`src/rtl/sdram_pro_burst_sched.sv`:
```
// rtl/sdram_pro_burst_sched.sv - round-robin write/read burst scheduler for an SDRAM ring buffer
// Optional SCHED_RD_GUARD_EN: track stored words so reads wait for data and writes stop when the ring is full.
module sdram_pro_burst_sched #(
  parameter logic [9:0]  BURST_LEN  = 10'd256,
  parameter logic [9:0]  FIFO_DEPTH = 10'd1023,
  parameter logic [22:0] ADDR_MIN   = 23'h000000,
  parameter logic [22:0] ADDR_MAX   = 23'h7FFFFF
) (
  input  logic        sys_clk,
  input  logic        sys_rst,
  input  logic        init_end,
  input  logic        rd_enable,
  input  logic [9:0]  wr_fifo_cnt,
  input  logic [9:0]  rd_fifo_cnt,
  input  logic        sdram_wr_ack,
  input  logic        sdram_wr_end,
  input  logic        sdram_rd_ack,
  input  logic        sdram_rd_end,
  output logic        sdram_wr_req,
  output logic [22:0] sdram_wr_addr,
  output logic        sdram_rd_req,
  output logic [22:0] sdram_rd_addr,
  output logic [9:0]  wr_burst_len,
  output logic [9:0]  rd_burst_len,
  output logic        busy
);

  localparam logic [2:0] IDLE    = 3'd0;
  localparam logic [2:0] WR_REQ  = 3'd1;
  localparam logic [2:0] WR_WAIT = 3'd2;
  localparam logic [2:0] RD_REQ  = 3'd3;
  localparam logic [2:0] RD_WAIT = 3'd4;

  localparam logic [23:0] BURST_W = {14'd0, BURST_LEN};
  localparam logic [23:0] MAX_W   = {1'b0, ADDR_MAX};

  logic [2:0] state;
  logic       last_wr;
  logic       wr_room;
  logic       rd_data;
  logic       wr_elig;
  logic       rd_elig;
  logic       wr_done;
  logic       rd_done;

  function automatic logic [22:0] next_addr(input logic [22:0] a);
    logic [23:0] sum;
    sum = {1'b0, a} + BURST_W;
    return (sum > MAX_W) ? ADDR_MIN : sum[22:0];
  endfunction

  assign wr_burst_len = BURST_LEN;
  assign rd_burst_len = BURST_LEN;
  assign busy         = (state != IDLE);

  // Completion includes the ack+end-together shortcut out of *_REQ.
  assign wr_done = ((state == WR_WAIT) && sdram_wr_end) ||
                   ((state == WR_REQ) && sdram_wr_ack && sdram_wr_end);
  assign rd_done = ((state == RD_WAIT) && sdram_rd_end) ||
                   ((state == RD_REQ) && sdram_rd_ack && sdram_rd_end);

`ifdef SCHED_RD_GUARD_EN
  localparam logic [23:0] REGION = MAX_W - {1'b0, ADDR_MIN} + 24'd1;

  logic [23:0] avail;

  always_ff @(posedge sys_clk) begin
    if (sys_rst) begin
      avail <= 24'd0;
    end else if (wr_done) begin
      avail <= avail + BURST_W;
    end else if (rd_done) begin
      avail <= avail - BURST_W;
    end
  end

  assign wr_room = !(avail > (REGION - BURST_W));
  assign rd_data = (avail >= BURST_W);
`else
  assign wr_room = 1'b1;
  assign rd_data = 1'b1;
`endif

  assign wr_elig = init_end && (wr_fifo_cnt >= BURST_LEN) && wr_room;
  assign rd_elig = init_end && rd_enable && rd_data &&
                   (({1'b0, rd_fifo_cnt} + {1'b0, BURST_LEN}) <= {1'b0, FIFO_DEPTH});

  always_ff @(posedge sys_clk) begin
    if (sys_rst) begin
      state         <= IDLE;
      sdram_wr_req  <= 1'b0;
      sdram_rd_req  <= 1'b0;
      sdram_wr_addr <= ADDR_MIN;
      sdram_rd_addr <= ADDR_MIN;
      last_wr       <= 1'b0;
    end else begin
      case (state)
        IDLE: begin
          if (wr_elig && (!rd_elig || !last_wr)) begin
            state        <= WR_REQ;
            sdram_wr_req <= 1'b1;
            last_wr      <= 1'b1;
          end else if (rd_elig) begin
            state        <= RD_REQ;
            sdram_rd_req <= 1'b1;
            last_wr      <= 1'b0;
          end
        end
        WR_REQ: begin
          if (sdram_wr_ack) begin
            sdram_wr_req <= 1'b0;
            if (sdram_wr_end) begin
              sdram_wr_addr <= next_addr(sdram_wr_addr);
              state         <= IDLE;
            end else begin
              state <= WR_WAIT;
            end
          end
        end
        WR_WAIT: begin
          if (sdram_wr_end) begin
            sdram_wr_addr <= next_addr(sdram_wr_addr);
            state         <= IDLE;
          end
        end
        RD_REQ: begin
          if (sdram_rd_ack) begin
            sdram_rd_req <= 1'b0;
            if (sdram_rd_end) begin
              sdram_rd_addr <= next_addr(sdram_rd_addr);
              state         <= IDLE;
            end else begin
              state <= RD_WAIT;
            end
          end
        end
        RD_WAIT: begin
          if (sdram_rd_end) begin
            sdram_rd_addr <= next_addr(sdram_rd_addr);
            state         <= IDLE;
          end
        end
        default: state <= IDLE;
      endcase
    end
  end

endmodule
```
`config.mk`:
```
export PLATFORM = sky130hd
export DESIGN_NAME = sdram_pro_burst_sched
export DESIGN_NICKNAME = d
export VERILOG_FILES = /design/src/rtl/sdram_pro_burst_sched.sv
export SDC_FILE = /design/constraint.sdc
export NUM_CORES = 1
export LEC_CHECK = 0
export CAP_MARGIN = 20
export CORE_UTILIZATION = 37
export DETAILED_ROUTE_END_ITERATION = 8
export GPL_ROUTABILITY_DRIVEN = 0
export PLACE_DENSITY = 0.76
export SLEW_MARGIN = 20
export SYNTH_ARGS = -nofsm -noshare
export SYNTH_HDL_FRONTEND = slang
export SYNTH_SLANG_ARGS = --single-unit
```
`constraint.sdc`:
```
create_clock -name sys_clk -period 1.9 [get_ports sys_clk]
set_clock_uncertainty 0.05 [all_clocks]
set_input_delay 0.57 -clock sys_clk [delete_from_list [all_inputs] [get_ports sys_clk]]
set_output_delay 0.57 -clock sys_clk [all_outputs]
set_load 0.1 [all_outputs]
```
* Word level (Yosys, flattened, before mapping)
Cells that the tools add are included.
** Word-level totals
- Register bits :: 52
- Output and inout bits :: 69
** Operators by class
- $add $sub $neg :: 3
- Magnitude comparators :: 4
- Equal/unequal tests :: 12
- Multiplexer cells :: 26
- Reductions and logical operators :: 20
** Operator list (count)
- $mux W23 :: 6
- $pmux W23 S2 :: 2
- $add A23 B9 Y24 const B :: 2
- $gt A24 B23 Y1 const B :: 2
- $mux W3 :: 7
- $pmux W3 S5 :: 1
- $ne A2 B2 Y1 const B :: 7
- $add A10 B9 Y11 const B :: 1
- $le A11 B10 Y1 const B :: 1
- $ge A10 B9 Y1 const B :: 1
- $reduce_bool A2 Y1 :: 5
- $mux W1 :: 7
- $eq A3 B2 Y1 const B :: 2
- $reduce_and A2 Y1 :: 3
- $reduce_and A5 Y1 :: 1
- $logic_and A1 B1 Y1 :: 4
- $pmux W1 S2 :: 2
- $reduce_and A4 Y1 :: 1
- $eq A3 B1 Y1 const B :: 1
- $eq A3 B3 Y1 const B :: 1
- $logic_not A3 Y1 :: 1
- $ne A3 B3 Y1 const B :: 1
- $reduce_and A3 Y1 :: 1
- $reduce_bool A3 Y1 :: 1
- 3 further kinds :: 4

* Logic depth before layout (Yosys ltp)
- Depth after elaboration :: 8
- Mapped depth :: 7
- Depth with buffers taken out :: 6

* Worst setup path before layout
OpenSTA, ideal clock, no wires.
- Path type :: register to register
- Start point :: register sdram_wr_addr[10]
- End point :: register sdram_wr_addr[10]
- Library setup time :: 0.126 ns
- Data arrival time :: 2.357 ns
- Required time :: 1.724 ns
- Path slack :: -0.633 ns
- Cell stages (with the launch flop) :: 7
- Buffers on the path :: 2
- Period minus slack after synthesis :: 2.533 ns
- Path through :: dfxtp_1 -> clkbuf_1 -> nand3_1 -> a211oi_2 -> a41o_1 -> clkbuf_1 -> nor2_1
** On the way
- Cells in the longest elaborated chain, start to end :: 6
** Ends and longest elaborated chain
- start: declaration :: RTL line 20 : output logic [22:0] sdram_wr_addr,
- start signal: assignment :: RTL line 113 : sdram_wr_addr <= next_addr(sdram_wr_addr);
- start signal: assignment :: RTL line 122 : sdram_wr_addr <= next_addr(sdram_wr_addr);
- $add A23 B9 Y24 :: RTL line 48 : sum = {1'b0, a} + BURST_W;
- $gt A24 B23 Y1 :: RTL line 49 : return (sum > MAX_W) ? ADDR_MIN : sum[22:0];
- $mux W23 :: RTL line 49
- $mux W23 * :: RTL line 112, 121
- $mux W23 :: RTL line 110 : if (sdram_wr_ack) begin
- $pmux W23 S2 * :: RTL line 97 : case (state)
Every way passes the cells marked *; elsewhere a longest branch is shown, timed or not. The select of a mux whose other input is x is not followed.
A chain may end at the register's enable or synchronous reset.

* Worst setup path after layout
- Start point :: register state[1]
- End point :: output port busy
** On the way
- Cells in the longest elaborated chain, start to end :: 1
** Ends and longest elaborated chain
- start: declaration :: RTL line 37 : logic [2:0] state;
- start signal: assignment :: RTL line 90 : state <= IDLE;
- start signal: assignment :: RTL line 100 : state <= WR_REQ;
- start signal: assignment :: RTL line 104 : state <= RD_REQ;
- $reduce_bool A3 Y1 :: RTL line 54 : assign busy = (state != IDLE);
- end: declaration :: RTL line 25 : output logic busy
Every way passes these cells.

==> results.md <==
- Status: finished, final reports clean
- R2R cell count: 7
- Crit Path Class: flip-flop to output port
- Seq/Total Area, Yosys: 0.3427
- Largest net degree at the start of global routing: 13
- Unique masters post-synth: ~50
- Hold Vio Cnt, Final: 0
- Syn Inst Count: between 200 and 250
- Yosys warns: 0
- Post-CTS Hold Buffers: 0
- Layout cells sized above 1: 0.3855
- Clock sinks: 36
- CP Data Required Time: between 1 and 1.5 ns
- NetSw: around 0.89 mW
- DR DRC count: 0
- Initial Util: 0.3820
- Row cnt: 27
- CTS Root Cell: clkbuf_8
- Io pins: 97
- Post-Syn Area: around 0.0021 mm²
- Design area: between 0.003 and 0.004 mm²
- Die W: 77.40 µm
- Post-DRT Antenna Nets: 0
- R2R Setup Slk: slightly below 0.06 ns
- Crit start category: flip-flop
- FF-to-FF Start: state[0]
- CTS max path bufs: 2
- Initial antenna violation count: 0
- Min Hold Slack: approximately 0.47 ns
- Clock Pin Slew Worst Setup and Hold Paths: ~0.080 ns
- Hold_sp: sdram_rd_addr[9]
- First-pass detailed-route iteration total: 4
- Worst vdd ir: slightly above 300 µV
- Via count: approximately 1900
- Sequential power share: 0.373
- RSZ-0062 raised after global routing: no
- Combinational Power Share: 0.369
- Core area: about 0.0055 mm²
- H-tree Lvls: 2
- Total congestion overflow: 0
- P per Cell Area: approximately 620 mW/mm²
- Routed WL: roughly 5000 µm
- DRT iter0 DRCs: 54
- TritonCTS clock tree: built
- Ys async rst share: 0
- Max-Slew Margin vs Limit: 0.6656
- Worst-margin pin slew: between 0.4 and 0.5 ns
- Crit share post-route: 0.9695
- Pleak: 1.453 nW
- Syn avg cell area: about 8.4 µm²
- First-pass GRT wire length: 7941 µm
- Slew Limit Fails: 0
- DP Area: between 0.003 and 0.004 mm²
- Post-synth EDFFs: 0
- Clock power share: 0.258
- Diodes inserted: 0
- Worst R2R End: sdram_rd_addr[13]
- Int Power: 1.231 mW
- Avg WL per Cell: approximately 12 µm
- Tot GR Track Use: 0.1644
- Vias in the first global route: around 1800
- Crit path capture type: output port
- Area growth syn-to-layout: 62.94%
- Final Net Count: around 360
- TritonCTS Buffers: 5
- Period minus WS final: ~1.8 ns
- Hold path cells: 2
- Critical Path Fanout Max: 5
- Via-per-instance ratio: between 4 and 5
- Util after Layout: 0.6224
- Max Freq: between 500 and 600 MHz
- Die area: 0.005990 mm²
- Final setup fails: 0
- Die span in y: slightly below 80 µm
- Sw Ratio: 0.4209
- Worst skew pair latency: 0.29 ns
- WHS Endpoint: sdram_rd_addr[9]
- HPWL Detailed: 3558 µm
- Max-Cap Viols: 0
- # port buffers: 52
- Hold Crit Class: flip-flop to flip-flop
- Setup_tns: 0 ns
- Top_reg_cell synth: dfxtp_1
- Power, Total: roughly 2.1 mW
- CP arrival: about 1.2 ns
- FF+latch count, synth: 36
-- power groups by stage --
stage | Sequential (mW) | Combinational [mW] | Clock (mW)
after floorplan | 0.860 | 0.553 | 0
after global placement | 0.803 | 0.727 | 0
after detailed placement | 0.804 | 0.734 | 0
after CTS | 0.789 | 0.751 | 0.562
after global routing | 0.796 | 0.812 | 0.591
final | 0.793 | 0.783 | 0.548
-- sequential cells by signal (all words and copies together), names as in the netlist --
register       count
last_wr            1
sdram_wr_req       1
state              3
sdram_wr_addr     15
sdram_rd_req       1
sdram_rd_addr     15
-- logic make-up (layout without fill, tap and decap cells) --
logic type / count (synthesis) / count (layout) / share of synthesized area
compound gates: 33 / 33 / 0.1285
xor+xnor: 26 / 26 / 0.1083
simple gates: 97 / 97 / 0.2285
other cells: 2 / 36 / 0.003571
flops: 36 / 36 / 0.3427
fa+ha+maj: 4 / 4 / 0.02380
mux: 1 / 1 / 0.004759
buf+inv: 50 / 99 / 0.1600
-- worst max-delay path: stages, from the launching register on --
cell,delay [ns]
dfxtp_2,0.34
buf_4,0.15
nor3_4,0.20
inv_2,0.07
buf_12,0.16
-- cell usage in the layout (no fill, tap or decap), types with 3 or more instances in the layout --
cell type / count
ha_1: 3
dfxtp_4: 10
nand2_1: 16
clkdlybuf4s50_1: 5
nand4_1: 5
dlymetal6s2s_1: 11
nand3_1: 17
nor2_1: 30
buf_12: 33
dfxtp_1: 6
dfxtp_2: 20
a21oi_1: 7
inv_1: 4
and3_1: 6
o21ai_0: 5
conb_1: 36
xor2_1: 21
buf_4: 31
clkbuf_8: 5
buf_6: 3
xnor2_1: 5
-- area by class of cell --
cell class / count / area [µm²]
Clock inverter: 3 / 17.52
Inverter: 5 / 18.77
Fill cell: 442 / 2079
Multi-Input combinational cell: 197 / 1311
Tap cell: 72 / 90.09
Clock buffer: 5 / 68.82
Timing Repair Buffer: 86 / 1137
Sequential cell: 36 / 783.3
-- repair_timing --
| action | 4_1_cts | 5_1_grt |
|---|---|---|
| pin swaps | 10 | 18 |
| buffers inserted | 3 | 4 |
| resized for setup | 12 | 29 |
| endpoints found under the setup margin | 20 | 18 |
-- how the worst max path moves through the flow --
stage	cells past startpoint	startpoint	slack, ns	to
2_1_floorplan	5	sdram_rd_ack	-0.09	sdram_rd_addr[10]
3_3_place_gp	8	sdram_rd_ack	-0.50	sdram_rd_addr[16]
3_5_place_dp	8	sdram_rd_ack	-0.52	sdram_rd_addr[18]
4_1_cts	8	rd_fifo_cnt[4]	-0.01	sdram_rd_req
5_1_grt	8	state[1]	0.008	sdram_rd_addr[16]
6_report	4	state[1]	0.06	busy
-- layer usage --
metal	global-route usage	vias up	share of wire
met3	0.02941	8	0.034
met4	0.09057	0	0.018
met2	0.2973	51	0.55
li1	-	947	-
met5	0	-	0
met1	0.1801	913	0.40
-- metrics by stage --
stage	worst slack, ns	instances
after floorplan	-0.09409	283
after global placement	-0.5027	390
after detailed placement	-0.5152	390
after CTS	-0.01105	401
after global routing	0.008164	404
final	0.05791	404
-- Yosys cell counts, drive strengths merged, types with 2 or more instances --
cell	n	area [µm²]
xor2	21	183.9
and4	2	17.52
o21ai	6	41.29
nor3	2	10.01
a2111oi	2	42.54
or2	2	12.51
nand3	18	90.09
conb	2	7.510
nand4	5	31.28
and3	6	37.54
clkbuf	4	15.01
nand3b	2	15.01
inv	5	18.77
buf	41	302.8
xnor2	5	43.79
nor2	30	112.6
ha	4	50.05
a41oi	2	17.52
nand2b	3	18.77
a211oi	5	47.54
a21oi	9	45.04
dfxtp	36	720.7
nand2	18	70.07
Note: power is estimated with default switching activity, not from simulation.
